===== config.mk =====
export PLATFORM = sky130hd
export DESIGN_NAME = car_odometer_bcd
export DESIGN_NICKNAME = d
export VERILOG_FILES = /design/src/rtl/car_odometer_bcd.sv
export SDC_FILE = /design/constraint.sdc
export NUM_CORES = 1
export LEC_CHECK = 0
export BUFFER_PORTS_ARGS = -buffer_cell sky130_fd_sc_hd__buf_2
export CELL_PAD_IN_SITES_DETAIL_PLACEMENT = 1
export CELL_PAD_IN_SITES_GLOBAL_PLACEMENT = 1
export CORE_MARGIN = 4
export CORE_UTILIZATION = 30
export CTS_BUF_LIST = sky130_fd_sc_hd__clkbuf_4 sky130_fd_sc_hd__clkbuf_8 sky130_fd_sc_hd__clkbuf_16
export DETAILED_ROUTE_END_ITERATION = 16
export PLACE_DENSITY = 0.61
export SYNTH_ARGS = -nofsm -noshare
export SYNTH_HDL_FRONTEND = slang
export SYNTH_SLANG_ARGS = --single-unit

===== constraint.sdc =====
create_clock -name clk -period 1.8 [get_ports clk]
set_clock_uncertainty 0.15 [all_clocks]
set_input_delay 0 -clock clk [delete_from_list [all_inputs] [get_ports clk]]
set_output_delay 0 -clock clk [all_outputs]
set_load 0.02 [all_outputs]

===== src/rtl/car_odometer_bcd.sv =====
`default_nettype none
// +---------------------------------------------------------------------------+
// | Module   : car_odometer_bcd                                               |
// | Purpose  : Packed-BCD odometer; adds one unit per FWD/BWD tick period.     |
// |            Optional `ODO_SATURATE_EN holds at all-9s instead of wrapping.  |
// | Revision : 1.0                                                            |
// +---------------------------------------------------------------------------+
module car_odometer_bcd #(
  parameter int DIGITS    = 4,
  parameter int FWD_TICKS = 46,
  parameter int BWD_TICKS = 92,
  parameter int CNT_W     = 8
) (
  input  logic                clk,
  input  logic                reset,
  input  logic                clr,
  input  logic                move_forward,
  input  logic                move_backward,
  output logic [4*DIGITS-1:0] mile,
  output logic                mile_tick,
  output logic                rollover
);

  localparam logic [CNT_W-1:0] c_FWD_LAST = CNT_W'(FWD_TICKS - 1);
  localparam logic [CNT_W-1:0] c_BWD_LAST = CNT_W'(BWD_TICKS - 1);

  logic [CNT_W-1:0]    r_fwd_cnt;
  logic [CNT_W-1:0]    r_bwd_cnt;
  logic [4*DIGITS-1:0] r_mile;
  logic                r_tick;
  logic                r_rollover;

  logic [4*DIGITS-1:0] w_mile_inc;
  logic [DIGITS:0]     w_carry;
  logic                w_fwd_mode;
  logic                w_bwd_mode;
  logic                w_fwd_unit;
  logic                w_bwd_unit;
  logic                w_unit;
  logic                w_all_nines;

  // Opposing or absent move inputs both mean the car is stationary.
  assign w_fwd_mode = !clr && move_forward && !move_backward;
  assign w_bwd_mode = !clr && move_backward && !move_forward;
  assign w_fwd_unit = w_fwd_mode && (r_fwd_cnt == c_FWD_LAST);
  assign w_bwd_unit = w_bwd_mode && (r_bwd_cnt == c_BWD_LAST);
  assign w_unit     = w_fwd_unit || w_bwd_unit;

  // Ripple +1 from digit 0; a carry out of the top digit means the mileage was all 9s.
  assign w_carry[0] = 1'b1;
  generate
    for (genvar g = 0; g < DIGITS; g++) begin : g_digit
      logic [3:0] w_d;
      assign w_d                  = r_mile[4*g +: 4];
      assign w_carry[g+1]         = w_carry[g] && (w_d == 4'd9);
      assign w_mile_inc[4*g +: 4] = !w_carry[g]    ? w_d  :
                                    (w_d == 4'd9)  ? 4'd0 : w_d + 4'd1;
    end
  endgenerate
  assign w_all_nines = w_carry[DIGITS];

  always_ff @(posedge clk or posedge reset) begin
    if (reset) begin
      r_fwd_cnt  <= '0;
      r_bwd_cnt  <= '0;
      r_mile     <= '0;
      r_tick     <= 1'b0;
      r_rollover <= 1'b0;
    end else if (clr) begin
      r_fwd_cnt  <= '0;
      r_bwd_cnt  <= '0;
      r_mile     <= '0;
      r_tick     <= 1'b0;
      r_rollover <= 1'b0;
    end else begin
      r_tick <= 1'b0;
      if (w_fwd_mode) r_fwd_cnt <= w_fwd_unit ? '0 : r_fwd_cnt + 1'b1;
      if (w_bwd_mode) r_bwd_cnt <= w_bwd_unit ? '0 : r_bwd_cnt + 1'b1;
      if (w_unit) begin
`ifdef ODO_SATURATE_EN
        if (w_all_nines) begin
          r_rollover <= 1'b1;
        end else begin
          r_mile <= w_mile_inc;
          r_tick <= 1'b1;
        end
`else
        r_mile <= w_mile_inc;
        r_tick <= 1'b1;
        if (w_all_nines) r_rollover <= 1'b1;
`endif
      end
    end
  end

  assign mile      = r_mile;
  assign mile_tick = r_tick;
  assign rollover  = r_rollover;

endmodule
`default_nettype wire


==> impl_results.md, run 1 <==
* Status: complete, but fails checks
* Failing checks: negative hold slack, negative setup slack
* Multiplexer share of the synthesized area at 2.73%
* CTS HTree Levels at 2
* Peak VDD IR at 0.314 mV
* Initial Util at 31.0%
* Crit-path leading delay family: simple AND/OR/NAND/NOR gates
* Sink Count at 34
* Fillers at 771
* GPL Wtd Cong at 0.758
* Most frequent cells in the layout: buf_4, dfrtp_1, buf_2
* Post-synth EDFFs at 0
* Register area at 858 µm²
* Die X at 91.8 µm
* Total gr overflow at 0
* WHS at -12.2 ps
* Cells after Synth at 216
* Final period util at 102%
* Slew @ Worst Pin at 471 ps
* Adder-Cell Fraction of Synth Area at 6.54%
* CP Capture Type: flip-flop
* Std-Cell Rows at 30
* Total GRT Usage at 15.0%
* Min Clock Period, post-route at 1840 ps
* First-pass GRT wire length at 10200 µm
* Pin count of the biggest net entering global routing at 35
* Critical Path Fanout Max at 5
* Pwr Density at 550 nW/µm²
* Num CTS Buffers at 5
* Vias in the first global route at 2075
* Synth Area in Compound Gates at 20.6%
* WP data arrival at 1860 ps
* Synth-to-layout area growth at 41.0%
* Most common cell after layout, fill and taps aside: buf_4
* Antenna Nets Post-Route at 0
* Final setup margin at -36.3 ps
* Overall Power at 1.63 mW
* Largest family of logic cells by synthesized area: simple AND/OR/NAND/NOR gates
* Net Count, Synth at 232
* Area of the multi-input gates at 1280 µm²
* Final Setup Violations at 3
* Max Slew Vio Count at 0
* FFs w/ async S/R, synth at 100%
* Initial antenna violation count at 0
* CP bufs+invs at 0
* Crit-path slowest cell: dfrtp_1
* Core Box Area at 6790 µm²
* Clock tree from TritonCTS: built
* Post-Route WL at 6100 µm
* Fmax at 0.545 GHz
* Detailed-route via count at 1978
* Kind of critical path: flip-flop to flip-flop
* Synth cell types at 53
* Sequential-to-total area share from yosys stat at 40.4%
* PortBufs at 22
* IO Count at 23
* Syn Area/Cell at 9.74 µm²
* Slew headroom at 68.6%
* Pleak at 1.39 nW
* Initial DRC Count at 72
* Crit path launch type: flip-flop
* Clock root buffer: clkbuf_8
* Cell count after placement at 365
* Die area at 8420 µm²
* Pre-antenna DRT Iters at 4
* Synth Area in Simple Gates at 21.9%
* Fin. Hold Viols at 1
* Ant diodes at 0
* Synth Area in XOR/XNOR at 2.91%
* Final Non-Filler Cells at 385
* Layout cells sized above 1 at 42.2%
* Worst hold path type: input pin to flip-flop
* Post-synthesis cell area at 2100 µm²
* Detailed Place HPWL at 4260 µm
* DR DRC count at 0
* Clk_lat worst skew at 290 ps
* Yosys reg bits at 34
* CP required at 1820 ps
* Clock Path Buffers at 2
* Top FF cell, synth: dfrtp_1
* Setup TNS at -89.9 ps
* Clk slew on worst S/H paths at 70 ps
* Net count, final at 304
* RSZ-0062 raised after global routing: true
* Chip Height at 91.8 µm
* Synth Warn # at 0
* Critical path cell sequence: nor4b_4, nand3_2, a21oi_2, mux2_2
* Slowest stage delay, CP at 410 ps
* Avg Vias per Cell at 5.14
* Max-cap violations at 0
* Drt wl/cell at 15.8 µm
## report_power, final
part,switching (mW),internal (mW)
combinational,0.0760,0.0454
clock,0.294,0.445
sequential,0.00275,0.768
## worst paths after layout
kind	from	end	slack, ps	depth (start not counted)
worst min register to register	rollover	rollover	350	1
worst max register to register	r_fwd_cnt[4]	mile[12]	-40	4
worst min-delay path	move_forward	mile_tick	-10	4
min in group asynchronous	reset	r_fwd_cnt[5]	210	4
max in group asynchronous	reset	mile[1]	940	4
worst max-delay path	r_fwd_cnt[4]	mile[12]	-40	4
## cells by family after synthesis
| logic type | Yosys count |
|---|---|
| fa+ha+maj | 11 |
| xor+xnor | 7 |
| simple gates | 79 |
| flops | 34 |
| compound gates | 59 |
| mux | 5 |
| buf+inv | 21 |
## stage by stage
| stage | setup WS, ps | utilization (%) | hold slack, ps | instance area [µm²] |
|---|---|---|---|---|
| after floorplan | -86.9 | - | -8.82 | 2140 |
| after global placement | -30.9 | 38.6 | -14.6 | 2630 |
| after detailed placement | -57.8 | 38.6 | -6.80 | 2630 |
| after CTS | -27.9 | 41.4 | 2.25 | 2810 |
| after global routing | -106 | 43.7 | 42.7 | 2970 |
| final | -36.3 | 43.7 | -12.2 | 2970 |
## registers in the layout (all words and copies together) (netlist names)
name	cells
mile	16
rollover	1
r_bwd_cnt	8
mile_tick	1
r_fwd_cnt	8
## tightest hold or removal path: cells and delay by family
kind            cells  cell delay (ps)
simple gates        2              150
buf+inv             1              120
compound gates      1              100
## cells in the mapped netlist (all sizes together) (2+ instances only)
cell | instances | share of area (%)
a41oi | 2 | 0.83
o221a | 2 | 1.1
xor2 | 7 | 2.9
nand2b | 2 | 0.59
nand4 | 4 | 1.2
nor2 | 13 | 2.3
nand3 | 10 | 2.6
ha | 11 | 6.5
buf | 8 | 2.5
and2 | 2 | 0.59
nor2b | 4 | 1.2
a21o | 3 | 1.1
o22ai | 4 | 1.2
mux2 | 3 | 1.8
or3 | 3 | 0.89
nor3 | 3 | 0.71
mux2i | 2 | 0.95
dfrtp | 34 | 40
o211ai | 9 | 3.4
o32ai | 2 | 0.83
o21ai | 9 | 2.3
a21oi | 10 | 2.4
and3b | 4 | 1.7
inv | 8 | 1.4
and3 | 8 | 2.4
clkbuf | 4 | 0.71
nand2 | 15 | 2.7
o2111ai | 5 | 2.1
o31ai | 3 | 1.1
and4bb | 2 | 1.2
a32o | 2 | 0.95
nand3b | 2 | 0.71
## per-layer routing
| layer | vias to the layer above | GRT usage [%] | share of wire [%] |
|---|---|---|---|
| met5 | - | 0 | 0 |
| met4 | 0 | 4.21 | 1.1 |
| met3 | 8 | 3.86 | 3.4 |
| met2 | 29 | 23.6 | 47 |
| met1 | 979 | 20.2 | 48 |
| li1 | 962 | - | - |
## area by class of cell
class                   count  share of cell area (%)
clock buffers               7                    2.83
repair buffers             77                    18.9
inverters                   9                    1.14
well taps                  96                    4.05
multi-input cells         161                    43.1
clock inverters             1                    1.01
flip-flops and latches     34                    28.9
## repair_timing
| action | 4_1_cts | 5_1_grt |
|---|---|---|
| setup endpoints to repair | 11 | 20 |
| pin swaps | 3 | 13 |
| endpoints found under the hold margin | 38 | 0 |
| gates resized for setup | 7 | 23 |
| hold buffers | 3 | 0 |
| buffers inserted | 2 | 8 |
(Power assumes the default switching activity.)
==> run 2, diff against run 1 <==
Settings changed: MAX_ROUTING_LAYER set to met4.
==> impl_results.md, run 2 (synthesis gave the netlist of run 1 again) <==
* Status: complete, but fails checks
* Failing checks: negative hold slack, negative setup slack
* First-pass GRT wire length at 10200 µm (unchanged)
* Peak VDD IR at 0.313 mV (-0.14%)
* Slew headroom at 68.6% (about the same)
* RSZ-0062 raised after global routing: true
* Clock Path Buffers at 2 (unchanged)
* Drt wl/cell at 15.9 µm (+0.15%)
* Die area at 8420 µm² (unchanged)
* Crit-path slowest cell: dfrtp_1
* CP Capture Type: flip-flop
* Worst slack, placed at -57.8 ps (unchanged)
* WHS at -13.2 ps (-0.941 ps)
* RR Endpoint: mile[12]
* Detailed-route via count at 1979 (+0.051%)
* Final Setup Violations at 3 (unchanged)
* Share of the core filled with cells at 43.7% (unchanged)
* R2r setup slk at -40 ps (about the same)
* Met3 Track Usage GR at 3.86% (unchanged)
* Total GRT Usage at 15.4% (+0.41 points)
* Ant diodes at 0 (unchanged)
* Critical Path Fanout Max at 5 (unchanged)
* Initial Util at 31.0% (unchanged)
* Post-Route WL at 6100 µm (+0.15%)
* Std-Cell Rows at 30 (unchanged)
* CP required at 1830 ps (about the same)
* Most frequent cells in the layout: buf_4, dfrtp_1, buf_2
* Initial DRC Count at 72 (unchanged)
* Antenna Nets Post-Route at 0 (unchanged)
* Fin. Hold Viols at 1 (unchanged)
* Pre-antenna DRT Iters at 4 (unchanged)
* IO Count at 23 (unchanged)
* Busiest layer in global routing: met2
* Min Clock Period, post-route at 1840 ps (+6.16 ps)
* DR DRC count at 0 (unchanged)
* CTS HTree Levels at 2 (unchanged)
* Overall Power at 1.63 mW (about the same)
* FF-to-FF Start: r_fwd_cnt[4]
* Vias in the first global route at 2073 (-0.096%)
* Core Box Area at 6790 µm² (unchanged)
* Total gr overflow at 0 (unchanged)
* Chip Height at 91.8 µm (unchanged)
* Clk_lat worst skew at 290 ps (about the same)
* Detailed Place HPWL at 4260 µm (unchanged)
* Net count, final at 304 (unchanged)
* Final period util at 102% (+0.34 points)
* Die X at 91.8 µm (unchanged)
* Sink Count at 34 (unchanged)
* FF-to-FF path depth at 4 (unchanged)
* Register area at 858 µm² (unchanged)
* Final setup margin at -42.5 ps (-6.16 ps)
* Num CTS Buffers at 5 (unchanged)
* WP data arrival at 1870 ps (about the same)
* Max reg flops at 16 (unchanged)
* Setup TNS at -100 ps (-10.5 ps)
* Max-cap violations at 0 (unchanged)
* Hold depth at 4 (unchanged)
* Most common cell after layout, fill and taps aside: buf_4
* Avg Vias per Cell at 5.14 (about the same)
* Hold path endpoint: mile_tick
* Clock root buffer: clkbuf_8
* Hold Path Origin: move_forward
* Slowest stage delay, CP at 410 ps (about the same)
* Pin count of the biggest net entering global routing at 35 (unchanged)
* Fmax at 0.543 GHz (-0.33%)
* Met1 usage at 20.3% (+0.051 points)
* GPL Wtd Cong at 0.768 (+1.3%)
* Critical path cell sequence: nor4b_4, nand3_2, a21oi_2, mux2_2
* Crit path launch type: flip-flop
* Clock tree from TritonCTS: built
* Area of the multi-input gates at 1280 µm² (unchanged)
* Kind of critical path: flip-flop to flip-flop
* PortBufs at 22 (unchanged)
* Max Slew Vio Count at 0 (unchanged)
* Fillers at 771 (unchanged)
* Worst hold path type: input pin to flip-flop
* Pwr Density at 550 nW/µm² (about the same)
* Synth-to-layout area growth at 41.0% (unchanged)
* Met2 Usage GRT at 23.6% (-0.061 points)
* Layout cells sized above 1 at 42.2% (unchanged)
* Slew @ Worst Pin at 472 ps (+0.419 ps)
* Pleak at 1.39 nW (unchanged)
* Initial antenna violation count at 0 (unchanged)
* Clk slew on worst S/H paths at 70 ps (about the same)
==> run 2: cell counts in the layout (fill, tap and decap cells not counted) <==
No cell type changed its count.
==> run 2: final cells by class <==
| type | instances | area share [%] |
|---|---|---|
| clock buffer | 7 | 2.83 |
| sequential | 34 | 28.9 |
| tap | 96 | 4.05 |
| multi-input combinational | 161 | 43.1 |
| timing repair buffer | 77 | 18.9 |
| inverter | 9 | 1.14 |
| clock inverter | 1 | 1.01 |
==> run 2: how the worst max path moves through the flow <==
stage	from	endpoint	slack, ps
2_1_floorplan	r_bwd_cnt[1]	mile[6]	-90
3_3_place_gp	r_fwd_cnt[0]	mile[6]	-30
3_5_place_dp	r_fwd_cnt[0]	mile[6]	-60
4_1_cts	r_fwd_cnt[7]	mile[6]	-30
5_1_grt	r_fwd_cnt[4]	mile[12]	-110
6_report	r_fwd_cnt[4]	mile[12]	-40
==> run 2: routing by layer <==
| metal | share of wire, % | wire (µm) | vias to the layer above |
|---|---|---|---|
| met3 | 3.7 | 224 | 8 |
| met1 | 48 | 2950 | 982 |
| met5 | 0 | 0 | - |
| met4 | 0.79 | 48 | 0 |
| li1 | - | - | 958 |
| met2 | 47 | 2880 | 31 |
==> run 2: what timing repair did <==
action | 4_1_cts | 5_1_grt
hold buffers | 3 | 0
endpoints found under the setup margin | 11 | 20
buffers inserted | 2 | 8
pin swaps | 3 | 13
gates resized for setup | 7 | 23
hold endpoints to repair | 38 | 0
==> run 2: where the power goes <==
part | internal (mW) | switching (mW) | leakage [nW]
Sequential | 0.768 | 0.00271 | 0.464
Clock | 0.445 | 0.295 | 0.0593
Combinational | 0.0454 | 0.0765 | 0.864
Total | 1.26 | 0.374 | 1.39
==> run 2: stage by stage <==
step | instances | area [µm²]
4_1_cts | 378 | 2810
6_report | 385 | 2970
2_1_floorplan | 216 | 2140
3_5_place_dp | 365 | 2630
5_1_grt | 385 | 2970
3_3_place_gp | 365 | 2630
==> run 2: critical path, delay by kind of cell (launching register included) <==
family | cells | cell delay [ps]
multiplexers | 1 | 350
AO/OA/AOI/OAI | 1 | 220
AND/OR/NAND/NOR | 2 | 600
flip-flops | 1 | 410
==> run 3, diff against run 2 <==
Settings changed: ABC_AREA set to 1, BUFFER_PORTS_ARGS -buffer_cell sky130_fd_sc_hd__buf_2 to not set, DONT_BUFFER_PORTS set to 1, PLACE_DENSITY 0.61 to 0.6.
==> impl_results.md, run 3 <==
* Status: complete, no violations
* RSZ-0062 raised after global routing: true
* Sink Count at 34 (unchanged)
* Yosys reg bits at 34 (unchanged)
* Cell count after placement at 365 (unchanged)
* Combinational Power Share at 11.5% (+4.0 points)
* Slew headroom at 69.3% (+0.71 points)
* Max Slew Vio Count at 0 (unchanged)
* CTS HTree Levels at 2 (unchanged)
* First-pass GRT wire length at 9630 µm (-5.7%)
* Vias in the first global route at 1950 (-5.9%)
* Synth Warn # at 0 (unchanged)
* Leading cell types by count after synthesis: nand2_1, dfrtp_1, nor2_1
* Psw at 0.422 mW (+13%)
* Drt wl/cell at 14.4 µm (-8.9%)
* GPL Wtd Cong at 0.734 (-4.5%)
* Slew @ Worst Pin at 461 ps (-10.7 ps)
* Net count, final at 321 (+5.6%)
* WP data arrival at 1730 ps (-140 ps)
* Total gr overflow at 0 (unchanged)
* Post-synthesis cell area at 2020 µm² (-4.0%)
* Kind of critical path: flip-flop to flip-flop
* Initial Util at 31.3% (+0.29 points)
* Initial antenna violation count at 0 (unchanged)
* Most common cell after layout, fill and taps aside: nand2_1
* Die area at 8110 µm² (-3.7%)
* Clk_lat worst skew at 290 ps (about the same)
* Worst hold path type: input pin to asynchronous set/reset pin
* WHS at 119 ps (+133 ps)
* Top cells by area, synth: dfrtp_1, nand2_1, ha_1, nand3_1, nor2_1
* Area leader, netlist: dfrtp_1
* Cells after Synth at 265 (+23%)
* Min Clock Period, post-route at 1700 ps (-147 ps)
* FFs w/ async S/R, synth at 100% (unchanged)
* Syn Area/Cell at 7.62 µm² (-22%)
* R2r setup slk at 100 ps (+150 ps)
* Synth cell types at 24 (-55%)
* Critical Path Fanout Max at 9 (+4)
* Pin count of the biggest net entering global routing at 35 (unchanged)
* Clock tree from TritonCTS: built
* Total GRT Usage at 14.7% (-0.67 points)
* Avg Vias per Cell at 4.89 (-4.9%)
* Sequential-to-total area share from yosys stat at 42.1% (+1.7 points)
* Net Count, Synth at 281 (+21%)
* Std-Cell Rows at 29 (-3.3%)
* Post-synth top area share at 42.1% (+1.7 points)
* Clk slew on worst S/H paths at 80 ps (about the same)
* Chip Height at 90.0 µm (-1.9%)
* Detailed Place HPWL at 4050 µm (-4.9%)
* Clock Path Buffers at 2 (unchanged)
* Clock group share of total power at 40.6% (-4.7 points)
* Clock root buffer: clkbuf_8
* Final Non-Filler Cells at 383 (-0.52%)
* Initial DRC Count at 52 (-28%)
* Final Setup Violations at 0 (-3)
* Num CTS Buffers at 5 (unchanged)
* Max reg flops at 16 (unchanged)
* Pre-antenna DRT Iters at 4 (unchanged)
* Top FF cell, synth: dfrtp_1
* Post-synth EDFFs at 0 (unchanged)
* FF-to-FF path depth at 10 (+6)
* Die X at 90.0 µm (-1.9%)
* CP Capture Type: flip-flop
* Peak VDD IR at 0.275 mV (-12%)
* Worst slack, placed at 32.2 ps (+90.0 ps)
* PortBufs at 0 (-100%)
* IO Count at 23 (unchanged)
* Synth-to-layout area growth at 23.8%
* Sequential power share at 47.9% (+0.7 points)
* Int Power at 1.23 mW (-1.9%)
* Ant diodes at 0 (unchanged)
* Final setup margin at 105 ps (+147 ps)
* Fin. Hold Viols at 0 (-1)
* Antenna Nets Post-Route at 0 (unchanged)
* CP required at 1830 ps (about the same)
* Detailed-route via count at 1873 (-5.4%)
* Top-count cell post-synth: nand2_1
* Pwr Density at 663 nW/µm² (+20%)
* Most frequent cells in the layout: nand2_1, dfrtp_1, buf_4
* Max-cap violations at 0 (unchanged)
* Fmax at 0.590 GHz (+8.7%)
* Post-Route WL at 5530 µm (-9.4%)
* DR DRC count at 0 (unchanged)
* Crit path launch type: flip-flop
* Sw Ratio at 25.5% (+2.6 points)
* Layout cells sized above 1 at 16.3% (-26 points)
* Core Box Area at 6460 µm² (-4.9%)
* Pleak at 1.22 nW (-12%)
* Final period util at 94.2% (-8.2 points)
-- run 3: cell types whose count changed after synthesis, sizes merged, moves of 5 or more --
cell and delta:
and3 -8, buf -6, o211ai -9, xnor2 +5
o2111ai -5, nand2 +62, a21oi -6, inv +21
nor2 +17, nand4 +5, nand3 +19
-- run 3: worst paths after layout --
| path | end | startpoint |
|---|---|---|
| setup / recovery | mile[2] | r_fwd_cnt[1] |
| hold / removal | rollover | reset |
| setup reg to reg | mile[2] | r_fwd_cnt[1] |
| hold reg to reg | r_fwd_cnt[7] | r_fwd_cnt[7] |
| max in group asynchronous | r_bwd_cnt[4] | reset |
| min in group clk | r_fwd_cnt[7] | r_fwd_cnt[7] |
-- run 3: critical path, cell delays in order, from the launching register on --
cell	delay, ps
dfrtp_1	400
inv_1	80
ha_1	160
nand2_1	60
nor2_1	110
nand3_2	170
nand3_4	190
buf_4	150
inv_2	50
nand2_1	60
nand2_1	40
-- run 3: power groups by stage --
stage | sequential [mW] | clock, mW | combinational (mW)
3_3_place_gp | 0.808 | 0 | 0.168
2_1_floorplan | 0.832 | 0 | 0.0849
4_1_cts | 0.794 | 0.696 | 0.183
6_report | 0.794 | 0.673 | 0.190
5_1_grt | 0.796 | 0.731 | 0.215
3_5_place_dp | 0.809 | 0 | 0.171
-- run 3: through the flow --
stage | setup TNS (ps) | instance area [µm²] | util [%] | power, mW
3_5_place_dp | 0 | 2290 | 35.4 | 0.980
5_1_grt | -133 | 2500 | 38.7 | 1.74
6_report | 0 | 2500 | 38.7 | 1.66
2_1_floorplan | 0 | 2020 | - | 0.917
4_1_cts | 0 | 2450 | 37.9 | 1.67
3_3_place_gp | 0 | 2290 | 35.4 | 0.976
-- run 3: cell families (layout without fill, tap and decap cells) --
kind of cell / count (synthesis) / after routing / share of synthesized area, %
AO/OA/AOI/OAI: 24 / 24 / 6.57
XOR/XNOR: 12 / 12 / 5.20
adder cells (fa/ha/maj): 11 / 11 / 6.82
buffers and inverters: 32 / 73 / 6.38
flip-flops: 34 / 34 / 42.1
AND/OR/NAND/NOR: 152 / 152 / 32.9
-- run 3: cell type report --
cell class | count | area, µm²
fillers | 795 | 3960
clock buffers | 8 | 110
repair buffers | 35 | 275
inverters | 30 | 113
flip-flops and latches | 34 | 851
well taps | 77 | 96.3
multi-input cells | 199 | 1050
-- run 3: repair_timing --
action	CTS	global route
buffers inserted	0	5
setup endpoints to repair	0	11
hold buffers	5	0
gates resized for setup	0	4
endpoints found under the hold margin	55	0
-- run 3: per-layer routing --
metal | GRT usage (%) | vias up | wire length (µm)
met5 | - | - | 0
met2 | 23.4 | 17 | 2660
met3 | 2.92 | 5 | 163
met1 | 19.1 | 907 | 2650
li1 | - | 944 | -
met4 | 4.21 | 0 | 61
